<file path="src/rtl/pms_stage_pkg.sv">
// Shared definitions for the pre-memory stage:
// FSM states, exception codes and access-size codes.
package pms_stage_pkg;

    typedef enum logic [1:0] {
        ST_IDLE = 2'd0,
        ST_S1   = 2'd1,
        ST_S2   = 2'd2,
        ST_DONE = 2'd3
    } pms_state_e;

    localparam logic [4:0] EXC_ADEL = 5'h04;
    localparam logic [4:0] EXC_ADES = 5'h05;

    localparam logic [1:0] SZ_BYTE = 2'd0;
    localparam logic [1:0] SZ_HALF = 2'd1;
    localparam logic [1:0] SZ_WORD = 2'd2;

    // Everything the stage keeps about one slot once the bundle is latched.
    typedef struct packed {
        logic        we;
        logic [1:0]  size;
        logic [31:0] addr;
        logic [31:0] wdata;
        logic [3:0]  wstrb;
        logic        exc;
        logic [4:0]  adexc;
    } pms_slot_t;

    function automatic logic [4:0] adexc_code(
        input logic mis,
        input logic we
    );
        if (!mis)
            return 5'h00;
        return we ? EXC_ADES : EXC_ADEL;
    endfunction

endpackage

</file>
<file path="src/rtl/pms_stage_mem_encode.sv">
// Per-slot store encoder: byte strobes, lane-replicated
// write data and alignment check for one memory access.
module pms_mem_encode
    import pms_stage_pkg::*;
(
    input  logic [1:0]  size_i,
    input  logic [1:0]  addr_i,
    input  logic [31:0] wdata_i,
    input  logic        we_i,
    output logic [3:0]  wstrb_o,
    output logic [31:0] wdata_o,
    output logic        mis_o
);

    logic [3:0] strb;

    // Decode size and low address bits into strobes and lanes.
    always_comb begin
        strb    = 4'b1111;
        wdata_o = wdata_i;
        mis_o   = 1'b0;
        case (size_i)
            SZ_BYTE: begin
                strb    = 4'b0001 << addr_i;
                wdata_o = {4{wdata_i[7:0]}};
            end
            SZ_HALF: begin
                strb    = addr_i[1] ? 4'b1100 : 4'b0011;
                wdata_o = {2{wdata_i[15:0]}};
                mis_o   = addr_i[0];
            end
            default: begin
                strb    = 4'b1111;
                wdata_o = wdata_i;
                mis_o   = |addr_i;
            end
        endcase
    end

    assign wstrb_o = we_i ? strb : 4'b0000;

endmodule

</file>
<file path="src/rtl/pms_stage.sv">
// Pre-memory stage: latches an EXE bundle, checks alignment and
// issues up to two in-order data-SRAM requests before handing off.
module pms_stage
    import pms_stage_pkg::*;
#(
    parameter int PAYLOAD_W = 256
) (
    input  logic                 clk,
    input  logic                 reset,
    input  logic                 clear_all,
    input  logic                 es_to_pms_valid,
    output logic                 pms_allowin,
    input  logic [PAYLOAD_W-1:0] es_payload,
    input  logic                 es_i1_valid,
    input  logic                 es_i1_re,
    input  logic                 es_i1_we,
    input  logic [1:0]           es_i1_size,
    input  logic [31:0]          es_i1_addr,
    input  logic [31:0]          es_i1_wdata,
    input  logic                 es_i1_exc,
    input  logic                 es_i2_valid,
    input  logic                 es_i2_re,
    input  logic                 es_i2_we,
    input  logic [1:0]           es_i2_size,
    input  logic [31:0]          es_i2_addr,
    input  logic [31:0]          es_i2_wdata,
    input  logic                 es_i2_exc,
    output logic                 data_req,
    output logic                 data_wr,
    output logic [1:0]           data_size,
    output logic [31:0]          data_addr,
    output logic [3:0]           data_wstrb,
    output logic [31:0]          data_wdata,
    input  logic                 data_addr_ok,
    input  logic                 ms_allowin,
    output logic                 pms_to_ms_valid,
    output logic [PAYLOAD_W-1:0] pms_payload,
    output logic                 pms_i1_exc,
    output logic [4:0]           pms_i1_adexc,
    output logic                 pms_i1_req,
    output logic                 pms_i2_exc,
    output logic [4:0]           pms_i2_adexc,
    output logic                 pms_i2_req,
    output logic                 pms_discard
);

    pms_state_e           state_q, state_d;
    logic                 valid_q, valid_d;
    logic                 hold_q, hold_d;
    logic                 discard_q, discard_d;
    logic                 req1_q, req1_d;
    logic                 req2_q, req2_d;
    logic                 need2_q, need2_d;
    pms_slot_t            s1_q, s1_d;
    pms_slot_t            s2_q, s2_d;
    logic [PAYLOAD_W-1:0] payload_q, payload_d;

    logic [3:0]  i1_strb, i2_strb;
    logic [31:0] i1_wd, i2_wd;
    logic        i1_mis_raw, i2_mis_raw;
    logic        i1_mem, i2_mem;
    logic        i1_mis, i2_mis;
    logic        i1_fexc, i2_fexc;
    logic        i1_need, i2_need;
    logic        ready_go, latch, accept, leave;
    pms_slot_t   cur;

    pms_mem_encode u_enc1 (
        .size_i  (es_i1_size),
        .addr_i  (es_i1_addr[1:0]),
        .wdata_i (es_i1_wdata),
        .we_i    (es_i1_we),
        .wstrb_o (i1_strb),
        .wdata_o (i1_wd),
        .mis_o   (i1_mis_raw)
    );

    pms_mem_encode u_enc2 (
        .size_i  (es_i2_size),
        .addr_i  (es_i2_addr[1:0]),
        .wdata_i (es_i2_wdata),
        .we_i    (es_i2_we),
        .wstrb_o (i2_strb),
        .wdata_o (i2_wd),
        .mis_o   (i2_mis_raw)
    );

    // Slot 2 never touches memory once slot 1 has excepted.
    assign i1_mem  = es_i1_valid & (es_i1_re | es_i1_we);
    assign i2_mem  = es_i2_valid & (es_i2_re | es_i2_we);
    assign i1_mis  = i1_mem & i1_mis_raw;
    assign i2_mis  = i2_mem & i2_mis_raw;
    assign i1_fexc = es_i1_valid & (es_i1_exc | i1_mis);
    assign i2_fexc = es_i2_valid & (es_i2_exc | i2_mis);
    assign i1_need = i1_mem & !i1_fexc;
    assign i2_need = i2_mem & !i2_fexc & !i1_fexc;

    assign ready_go        = (state_q == ST_DONE);
    assign data_req        = valid_q
                           & ((state_q == ST_S1) | (state_q == ST_S2));
    assign pms_allowin     = !valid_q
                           | (ready_go & ms_allowin & !hold_q);
    assign pms_to_ms_valid = valid_q & ready_go;
    assign latch           = es_to_pms_valid & pms_allowin & !clear_all;
    assign accept          = data_req & data_addr_ok;
    assign leave           = pms_to_ms_valid & ms_allowin;

    // Select the slot whose request is currently on the SRAM bus.
    always_comb begin
        cur = s1_q;
        if (state_q == ST_S2)
            cur = s2_q;
    end

    assign data_wr      = cur.we;
    assign data_size    = cur.size;
    assign data_addr    = cur.addr;
    assign data_wstrb   = cur.wstrb;
    assign data_wdata   = cur.wdata;
    assign pms_payload  = payload_q;
    assign pms_i1_exc   = s1_q.exc;
    assign pms_i1_adexc = s1_q.adexc;
    assign pms_i1_req   = req1_q;
    assign pms_i2_exc   = s2_q.exc;
    assign pms_i2_adexc = s2_q.adexc;
    assign pms_i2_req   = req2_q;
    assign pms_discard  = discard_q;

    // Next-state: flush handling first, then request FSM and bundle latch.
    always_comb begin
        state_d   = state_q;
        valid_d   = valid_q;
        hold_d    = hold_q;
        discard_d = 1'b0;
        req1_d    = req1_q;
        req2_d    = req2_q;
        need2_d   = need2_q;
        s1_d      = s1_q;
        s2_d      = s2_q;
        payload_d = payload_q;

        if (hold_q) begin
            if (accept) begin
                discard_d = 1'b1;
                hold_d    = 1'b0;
                valid_d   = 1'b0;
                state_d   = ST_IDLE;
            end
        end else if (clear_all) begin
            if (data_req && !data_addr_ok) begin
                hold_d = 1'b1;
            end else begin
                discard_d = accept;
                valid_d   = 1'b0;
                state_d   = ST_IDLE;
            end
        end else begin
            unique case (state_q)
                ST_S1: begin
                    if (accept) begin
                        req1_d  = 1'b1;
                        state_d = need2_q ? ST_S2 : ST_DONE;
                    end
                end
                ST_S2: begin
                    if (accept) begin
                        req2_d  = 1'b1;
                        state_d = ST_DONE;
                    end
                end
                ST_DONE: begin
                    if (leave) begin
                        valid_d = 1'b0;
                        state_d = ST_IDLE;
                    end
                end
                default: ;
            endcase

            if (latch) begin
                valid_d    = 1'b1;
                req1_d     = 1'b0;
                req2_d     = 1'b0;
                need2_d    = i2_need;
                payload_d  = es_payload;
                s1_d.we    = es_i1_we;
                s1_d.size  = es_i1_size;
                s1_d.addr  = es_i1_addr;
                s1_d.wdata = i1_wd;
                s1_d.wstrb = i1_strb;
                s1_d.exc   = i1_fexc;
                s1_d.adexc = adexc_code(i1_mis, es_i1_we);
                s2_d.we    = es_i2_we;
                s2_d.size  = es_i2_size;
                s2_d.addr  = es_i2_addr;
                s2_d.wdata = i2_wd;
                s2_d.wstrb = i2_strb;
                s2_d.exc   = i2_fexc;
                s2_d.adexc = adexc_code(i2_mis, es_i2_we);
                if (i1_need)
                    state_d = ST_S1;
                else if (i2_need)
                    state_d = ST_S2;
                else
                    state_d = ST_DONE;
            end
        end
    end

    // State registers with synchronous reset.
    always_ff @(posedge clk) begin
        if (reset) begin
            state_q   <= ST_IDLE;
            valid_q   <= 1'b0;
            hold_q    <= 1'b0;
            discard_q <= 1'b0;
            req1_q    <= 1'b0;
            req2_q    <= 1'b0;
            need2_q   <= 1'b0;
            s1_q      <= '0;
            s2_q      <= '0;
            payload_q <= '0;
        end else begin
            state_q   <= state_d;
            valid_q   <= valid_d;
            hold_q    <= hold_d;
            discard_q <= discard_d;
            req1_q    <= req1_d;
            req2_q    <= req2_d;
            need2_q   <= need2_d;
            s1_q      <= s1_d;
            s2_q      <= s2_d;
            payload_q <= payload_d;
        end
    end

endmodule

</file>
<file path="config.mk">
export PLATFORM = sky130hd
export DESIGN_NAME = pms_stage
export DESIGN_NICKNAME = d
export VERILOG_FILES = /design/src/rtl/pms_stage_pkg.sv /design/src/rtl/pms_stage_mem_encode.sv /design/src/rtl/pms_stage.sv
export SDC_FILE = /design/constraint.sdc
export NUM_CORES = 1
export LEC_CHECK = 0
export ABC_AREA = 1
export BUFFER_PORTS_ARGS = -buffer_cell sky130_fd_sc_hd__buf_2
export CAP_MARGIN = 30
export CELL_PAD_IN_SITES_DETAIL_PLACEMENT = 1
export CELL_PAD_IN_SITES_GLOBAL_PLACEMENT = 1
export CORE_AREA = 2 2 289 291
export DETAILED_ROUTE_END_ITERATION = 10
export DIE_AREA = 0 0 291 293
export PLACE_DENSITY = 0.61
export SLEW_MARGIN = 20
export SYNTH_ARGS = -nofsm -noshare
export SYNTH_HDL_FRONTEND = slang
export SYNTH_SLANG_ARGS = --single-unit
</file>
<file path="constraint.sdc">
create_clock -name clk -period 1.6 [get_ports clk]
set_input_delay 0.16 -clock clk [delete_from_list [all_inputs] [get_ports clk]]
set_output_delay 0.16 -clock clk [all_outputs]
set_load 0.01 [all_outputs]
</file>
==> results of run 1 <==
-- state kept, by name, indices dropped and copies added (netlist names) --
register	cells
pms_payload	256
pms_i1_req	1
s1_q	71
pms_i2_exc	1
valid_q	1
pms_i2_adexc	2
pms_i1_adexc	2
need2_q	1
s2_q	71
pms_i1_exc	1
pms_discard	1
hold_q	1
pms_i2_req	1
state_q	2
-- how the worst min path moves through the flow --
stage / from / end / cells after the start
after CTS: es_i2_size[0] / s2_q[74] / 4
after global routing: es_i2_size[0] / s2_q[74] / 4
after global placement: es_payload[74] / pms_payload[74] / 3
after detailed placement: es_payload[48] / pms_payload[48] / 3
final: clear_all / pms_discard / 4
after floorplan: es_payload[0] / pms_payload[0] / 2
-- kinds of logic (layout without fill, tap and decap cells) --
| kind of cell | after synthesis | in the layout | share of synthesized area [%] |
|---|---|---|---|
| other | 1 | 14 | 0.0241 |
| adders and majority gates | 4 | 4 | 0.321 |
| DFF | 412 | 412 | 52.9 |
| and+or+nand+nor | 1128 | 1128 | 30.2 |
| AOI/OAI and AO/OA | 265 | 265 | 9.22 |
| buffers and inverters | 277 | 1646 | 7.35 |
-- per-layer routing --
layer | up-vias | GRT usage [%] | part of all wire, %
met5 | - | 0 | 0.013
met4 | 2 | 11.2 | 6.5
met3 | 344 | 4.87 | 6.1
met2 | 865 | 35.9 | 52
met1 | 10100 | 21.5 | 35
li1 | 9467 | - | -
-- area by class of cell --
| type | instances | area (um2) | share of cell area [%] |
|---|---|---|---|
| diodes | 8 | 20.0 | 0.0588 |
| clock buffers | 79 | 1540 | 4.53 |
| clock inverters | 12 | 141 | 0.415 |
| inverters | 118 | 497 | 1.46 |
| multi-input cells | 1403 | 9340 | 27.4 |
| flip-flops and latches | 412 | 8250 | 24.2 |
| well taps | 1070 | 1340 | 3.93 |
| repair buffers | 1437 | 12900 | 38.0 |
-- cell usage after synthesis, drive strengths merged, types with 8 or more instances --
master | instances | area [um2]
o21ai | 151 | 756
nand2 | 751 | 2830
a21oi | 58 | 290
buf | 79 | 400
clkbuf | 80 | 300
o22ai | 32 | 200
nand3 | 337 | 1690
dfxtp | 412 | 8250
a221oi | 8 | 70.1
inv | 117 | 442
nor2 | 38 | 175
-- metrics by stage --
step / area (um2) / TNS, ps
after detailed placement: 21400 / -42800
after CTS: 30100 / -185120
after global placement: 21400 / -30940
after floorplan: 15700 / -3530
final: 34100 / -158710
after global routing: 34100 / -194210
-- critical path: cells and delay by family, from the launching register on --
| kind | cells | cell delay (ps) |
|---|---|---|
| AO/OA/AOI/OAI | 1 | 70 |
| adder cells (fa/ha/maj) | 1 | 170 |
| buffers and inverters | 6 | 770 |
| flip-flops | 1 | 320 |
| AND/OR/NAND/NOR | 1 | 60 |
-- power by group through the flow --
stage          Combinational (mW)  Sequential [mW]  Clock, mW
6_report                     7.44             11.2       12.0
5_1_grt                      7.81             11.3       12.6
4_1_cts                      6.09             11.1       12.2
3_5_place_dp                 3.78             11.3          0
3_3_place_gp                 3.75             11.3          0
2_1_floorplan                1.50             11.5          0
-- layout by cell type, fill, tap and decap left out, types with 46 or more instances in the layout --
master         count
buf_2            703
a21oi_1           57
nand3_1          222
nand2_2          246
nand3_2          104
dlygate4sd3_1    411
buf_4             59
inv_1            111
buf_12            81
o21ai_1           46
dfxtp_1          410
o21ai_2           66
clkbuf_16         78
nand2_1          341
buf_6             83
nand2_4          158
-- what timing repair did --
action                                  in CTS  in global routing
gates cloned                                47                 30
hold buffers                               411                  0
gates resized for setup                    385                890
hold endpoints to repair                   402                  0
buffers inserted                            47                 55
endpoints found under the setup margin     483                484
pin swaps                                   47                141
==> run metrics, run 1 <==
status=finished with violations; failing checks=setup timing; worst slew pin tran=between 600 and 700 ps; # IOs=around 750; Req. time, crit path=around 1400 ps; Sw Share=just under 30%; critical path startpoint=state_q[0]; Final Hold Vio Count=0; critical path peak fanout=7; CTS tree=done; total grt overflow=0; Lkg Pwr=around 17 nW; synthesized cell area=approximately 16000 um2; Synth Warn #=0; port bufs=between 700 and 800; number of synthesized flops with an enable pin=0; largest net degree at the start of global routing=81; combinational fraction of design power=24.3%; Final Non-Filler Cells=4539; Post-Syn Instances=about 2100; pre-CTS worst setup slack=-259 ps; Layout Skew=just under 20 ps; RSZ-0062 raised after global routing=true; final worst slack=-558 ps; DR vias=approximately 21000; mean post-synth cell area=approximately 7.5 um2; Initial Utilization=19.0%; die span in x=291 um; fin util=roughly two fifths; initial antenna violation count=9; vias in the first global route=around 22000; Row Count=around 110; clk root buf=clkbuf_16; most used cell, CP=buf_12; flops & latches, synth=412; hold slack=70.2 ps; Power Dens Cells=approximately 900 nW/um2; Core Region=between 80000 and 90000 um2; First DRT Iteration DRCs=about 800; DP HPWL=between 50 and 60 mm; critical path's slowest cell=dfxtp_2; Int Pwr=between 20 and 25 mW; worst r2r src=state_q[1]; Hold Crit Class=in2reg; WL/cell=about 23 um; Worst setup SP type=flop; antenna viol nets, final=0; fillers=9316; Tot GR Track Use=roughly 20%; R2R Path End=pms_payload[171]; prevailing post-synth register cell=dfxtp_1; DR vias/cell=approximately 4.6; final wirelength=about 100 mm; post-layout power=about 31 mW; critical path, cell by cell=buf_6, inv_4, ha_4, buf_12, buf_12, buf_12, nand2_2, o21ai_2, buf_2; critical path's largest stage delay=roughly 320 ps; Max clock buf depth=3; FFs w/ async S/R, synth=0%; Seq/Total Area, Yosys=a little over half; worst vdd ir=between 0.0008 and 0.0009 V; clock period minus worst slack=2160 ps; clk sinks=a little over 400; router iterations before antenna repair=5; gp weighted congestion=0.813; Skew-Pair Late Insertion Delay=just under 600 ps; H-tree levels=2; slew margin rel.=between 50 and 60%; Die ar.=around 85000 um2; nets@finish=~3800; Worst-path clk slew=60 ps; Cells after DPL=3878; final setup fails=slightly below 500; Area growth syn-to-layout=119%; synth unique cells=28; DRC errors left=0; Max Slew Vio Count=0; critical path arrival=around 2000 ps; global-route wire length before repair=132 mm; NetSw=slightly above 9 mW; critical path class=reg2out; R2R Setup Slk=-460 ps; Critical Path Sink=data_wdata[10]; Max Cap Viol=0; Final period util=135%; Fmax=between 400 and 500 MHz; CP endpoint kind=output port; Seq pwr share=36.6%; Clk pwr share=between 30% and 40%; CTS buffer count=50; Die H=around 290 um; share of cells above drive strength 1=about half; FF-to-FF path depth=15
Power figures use the tool's default switching activity.
==> inputs of run 2 (changes only) <==
--- a/config.mk
+++ b/config.mk
@@ -13,6 +13,7 @@
 export CORE_AREA = 2 2 289 291
 export DETAILED_ROUTE_END_ITERATION = 10
 export DIE_AREA = 0 0 291 293
+export HOLD_SLACK_MARGIN = 0.12
 export PLACE_DENSITY = 0.61
 export SLEW_MARGIN = 20
 export SYNTH_ARGS = -nofsm -noshare
==> run 2 against run 1 <==
The run still ends with setup timing left. Global-route usage increased by 0.13 points. Fmax grew 0.54%. Routed wire length up 0.65%. Register-to-register slack about the same. Worst setup slack improved by 12 ps. Combinational power rose by 0.8%. Worst hold slack better by 110 ps. Non-clock buffer count grew 22. Clock-buffer cell count did not move. Highest routed layer unchanged.
==> run metrics, run 2 (same netlist as run 1, synthesis figures left out) <==
critical path startpoint=state_q[0]; Worst setup SP type=flop; Layout Skew=14.1 ps (-5.67 ps); Initial Utilization=19.0% (unchanged); clk sinks=412 (unchanged); worst slew pin tran=669 ps (+17.3 ps); CP endpoint kind=output port; First DRT Iteration DRCs=776 (-2.6%); critical path class=reg2out; Power Dens Cells=896 nW/um2 (-0.45%); # IOs=747 (unchanged); Core Region=81800 um2 (unchanged); Max clock buf depth=3 (unchanged); H-tree levels=2 (unchanged); router iterations before antenna repair=5 (unchanged); WHS Path Cells=6 (+2); RSZ-0062 raised after global routing=true; critical path peak fanout=8 (+1); Skew-Pair Late Insertion Delay=590 ps (about the same); Die H=293 um (unchanged); Max Cap Viol=0 (unchanged); WL/cell=22.7 um (+0.21%); most common cell after layout, fill and taps aside=buf_2; DP HPWL=55.0 mm (unchanged); DR vias/cell=4.59 (about the same); hold slack=180 ps (+110 ps); critical path arrival=1990 ps (about the same); Final Hold Vio Count=0 (unchanged); Cells after DPL=3878 (unchanged); FF-to-FF path depth=15 (unchanged); worst hold start=es_i1_size[0]; gp weighted congestion=0.813 (unchanged); CTS tree=done; Final Non-Filler Cells=4559 (+0.44%); clock period minus worst slack=2150 ps (-11.5 ps); Max Slew Vio Count=0 (unchanged); post-layout power=30.7 mW (+0.12%); final instance area=34300 um2 (+0.57%); CTS buffer count=50 (unchanged); max reg flops=256 (unchanged); fin util=41.9% (+0.24 points); Req. time, crit path=1440 ps (about the same); final wirelength=104 mm (+0.65%); worst r2r src=state_q[1]; antenna viol nets, final=0 (unchanged); most frequent cells in the layout=buf_2, dlygate4sd3_1, dfxtp_1, nand2_1, nand2_2; port bufs=740 (unchanged); Hold Crit Class=in2reg; Fmax=466 MHz (+0.54%); final setup fails=484 (unchanged); worst vdd ir=0.000857 V (-0.14%); total grt overflow=0 (unchanged); Row Count=105 (unchanged); DRC errors left=0 (unchanged); initial antenna violation count=7 (-2); final worst slack=-546 ps (+11.5 ps); Worst-path clk slew=60 ps (about the same); clk root buf=clkbuf_16; Final period util=134% (-0.72 points); DR vias=20900 (+0.51%); die span in x=291 um (unchanged); placed cell area=21400 um2 (unchanged); vias in the first global route=21800 (+0.61%); slew margin rel.=55.3% (-1.2 points); Lkg Pwr=17.1 nW (+0.38%); global-route wire length before repair=133 mm (+0.62%); sum of negative setup slack=-159510 ps (-799 ps); pre-CTS worst setup slack=-259 ps (unchanged); status=finished with violations; Area growth syn-to-layout=120%; Tot GR Track Use=20.2% (+0.13 points); failing checks=setup timing; largest net degree at the start of global routing=81 (unchanged); nets@finish=3850 (+0.57%); Die ar.=85300 um2 (unchanged); share of cells above drive strength 1=50.2% (-0.32 points)
run 2: cell types whose count changed in the layout (fill, tap and decap cells not counted), moves of 5 or more:
cell and delta:
dlygate4sd3_1 +19, nand2_1 +9, buf_6 +5, nand2_2 -6, o21ai_1 -5
run 2: critical path: stages (launching register included):
cell and delay (ps):
dfxtp_2 340, buf_6 110, inv_4 30, ha_4 170, buf_12 140, buf_12 150, buf_12 150, o21ai_4 170
buf_6 130
run 2: area by class of cell:
cell class,instances,area [um2]
inverter,118,497
timing repair buffer,1459,13100
clock buffer,79,1540
fill,9326,47600
clock inverter,12,141
antenna,6,15.0
tap,1070,1340
sequential,412,8250
multi-input combinational,1403,9350
run 2: per-layer routing:
metal	wire [um]	vias to the layer above	part of all wire, %	global-route usage, %
met1	37000	10200	36	21.7
met2	53900	856	52	36.2
met4	6620	2	6.4	11.6
met5	12	-	0.012	0
li1	-	9518	-	-
met3	5970	353	5.8	4.79
run 2: report_power, final:
part / internal (mW) / total, mW / switching (mW)
clock: 7.07 / 12.0 / 4.90
combinational: 3.73 / 7.50 / 3.77
sequential: 10.8 / 11.2 / 0.391
total: 21.6 / 30.7 / 9.06
run 2: worst paths after layout:
kind / end / slack, ps
max: data_wdata[0] / -550
min reg2reg: pms_i2_req / 450
max reg2reg: pms_payload[171] / -470
min: s1_q[9] / 180
run 2: what timing repair did:
action                                  CTS  global route
hold endpoints to repair                410             0
endpoints found under the setup margin  483           484
buffers inserted                         47            59
resized for setup                       385           886
hold buffers                            430             0
gates cloned                             47            31
pin swaps                                47           148
==> inputs of run 3 (changes only) <==
--- a/config.mk
+++ b/config.mk
@@ -15,6 +15,7 @@
 export DIE_AREA = 0 0 291 293
 export HOLD_SLACK_MARGIN = 0.12
 export PLACE_DENSITY = 0.61
+export SKIP_CTS_REPAIR_TIMING = 1
 export SLEW_MARGIN = 20
 export SYNTH_ARGS = -nofsm -noshare
 export SYNTH_HDL_FRONTEND = slang
==> run 3 against run 2 <==
The run still ends with setup timing left. Register-to-register slack improved by 60 ps. Fmax is 2.2% lower. Sequential power about the same. Combinational power fell by 26%. Die area unchanged. Cell count shrank 2.4%. Worst hold slack worse by 90 ps. Largest cell class unchanged. Largest power group unchanged.
==> run metrics, run 3 (same netlist as run 1, synthesis figures left out) <==
Core Region=81800 um2 (unchanged); Final Hold Vio Count=0 (unchanged); Area growth syn-to-layout=86.8%; Lkg Pwr=14.5 nW (-15%); nets@finish=3735 (-3.0%); combinational fraction of design power=19.4% (-5.0 points); gp weighted congestion=0.813 (unchanged); clk sinks=412 (unchanged); Worst-path clk slew=60 ps (about the same); failing checks=setup timing; First DRT Iteration DRCs=803 (+3.5%); Max clock buf depth=3 (unchanged); slew margin rel.=55.3% (about the same); CP endpoint kind=output port; WL/cell=19.1 um (-16%); Sw Share=27.7% (-1.8 points); largest net degree at the start of global routing=81 (unchanged); final instance area=29100 um2 (-15%); DR vias=19500 (-7.0%); router iterations before antenna repair=5 (unchanged); total grt overflow=0 (unchanged); status=finished with violations; fillers=9886 (+6.0%); Req. time, crit path=1440 ps (about the same); vias in the first global route=17100 (-22%); port bufs=740 (unchanged); NetSw=7.87 mW (-13%); H-tree levels=2 (unchanged); die span in x=291 um (unchanged); Skew-Pair Late Insertion Delay=590 ps (about the same); RSZ-0062 raised after global routing=true; worst vdd ir=0.000671 V (-22%); Tot GR Track Use=15.8% (-4.4 points); global-route wire length before repair=105 mm (-21%); critical path peak fanout=15 (+7); Max Cap Viol=0 (unchanged); final worst slack=-594 ps (-47.8 ps); Final Non-Filler Cells=4448 (-2.4%); Layout Skew=19.2 ps (+5.06 ps); sum of negative setup slack=-143730 ps (+15770 ps); clock period minus worst slack=2190 ps (+47.8 ps); Final period util=137% (+3.0 points); Multi-input gate area=6760 um2 (-28%); antenna viol nets, final=0 (unchanged); share of cells above drive strength 1=34.0% (-16 points); Power Dens Cells=978 nW/um2 (+9.1%); Worst setup SP type=flop; CTS tree=done; Hold Crit Class=in2reg; Fmax=456 MHz (-2.2%); placed cell area=21400 um2 (unchanged); Initial Utilization=19.0% (unchanged); Max Slew Vio Count=0 (unchanged); critical path class=reg2out; DR vias/cell=4.37 (-4.7%); critical path arrival=2030 ps (+40 ps); final setup fails=459 (-5.2%); Die H=293 um (unchanged); Seq pwr share=39.1% (+2.5 points); Die ar.=85300 um2 (unchanged); most common cell after layout, fill and taps aside=buf_2; clk root buf=clkbuf_16; Row Count=105 (unchanged); CTS buffer count=50 (unchanged); DRC errors left=0 (unchanged); Reg area=8250 um2 (unchanged); DP HPWL=55.0 mm (unchanged); Int Pwr=20.6 mW (-4.8%); max reg flops=256 (unchanged); most frequent cells in the layout=buf_2, nand2_1, dlygate4sd3_1, dfxtp_1, nand3_1; final wirelength=84.8 mm (-18%); worst slew pin tran=669 ps (-0.0980 ps); Clk pwr share=41.5% (+2.5 points); Cells after DPL=3878 (unchanged); # IOs=747 (unchanged); initial antenna violation count=10 (+3)
run 3: cell types whose count changed in the layout (fill, tap and decap cells not counted), moves of 38 or more:
cell / before / now
buf_12: 82 / 44
buf_6: 88 / 43
nand2_1: 350 / 672
nand2_2: 240 / 56
nand2_4: 155 / 23
nand3_1: 220 / 336
nand3_2: 106 / 1
o21ai_2: 69 / 29
run 3: cell type report:
cell class              count  share of cell area (%)
multi-input cells        1403                    23.2
well taps                1070                    4.60
inverters                 118                    1.66
clock buffers              79                    5.30
repair buffers           1344                    36.3
flip-flops and latches    412                    28.3
clock inverters            12                   0.486
diodes                     10                  0.0859
run 3: layer usage:
metal / part of all wire (%) / track usage [%] / routed length (um)
met4: 3.9 / 6.13 / 3290
met3: 5.9 / 4.15 / 4980
met5: 0 / 0 / 0
met2: 51 / 27.7 / 43500
met1: 39 / 18.2 / 33100
run 3: final timing paths:
path                           end  slack [ps]          start  cells past startpoint
hold reg to reg         pms_i2_req         450     pms_i2_req                      2
setup / recovery     data_wdata[7]        -590     state_q[0]                      7
setup reg to reg  pms_payload[121]        -410     state_q[0]                     12
hold / removal             s1_q[8]          90  es_i1_size[1]                      4
run 3: stage by stage:
step / utilization, % / setup WS [ps] / hold WS [ps] / power [mW]
final: 35.6 / -594 / 90.4 / 28.5
after global routing: 35.6 / -632 / 127 / 29.7
after CTS: 28.2 / -753 / -294 / 27.1
after detailed placement: 26.2 / -259 / 351 / 15.1
after global placement: 26.2 / -170 / 347 / 15.1
after floorplan: - / -25.1 / 263 / 13.0
run 3: worst max-delay path, cell delays in order (launching register included):
cell and delay [ps]:
dfxtp_2 360, buf_6 120, inv_4 40, ha_4 170, buf_6 140, buf_12 150
o21ai_0 220, buf_2 220
run 3: power by group through the flow:
stage | Sequential (mW) | Clock (mW) | Combinational, mW
3_5_place_dp | 11.3 | 0 | 3.78
6_report | 11.1 | 11.8 | 5.52
4_1_cts | 11.1 | 12.2 | 3.80
2_1_floorplan | 11.5 | 0 | 1.50
3_3_place_gp | 11.3 | 0 | 3.75
5_1_grt | 11.2 | 12.6 | 5.91
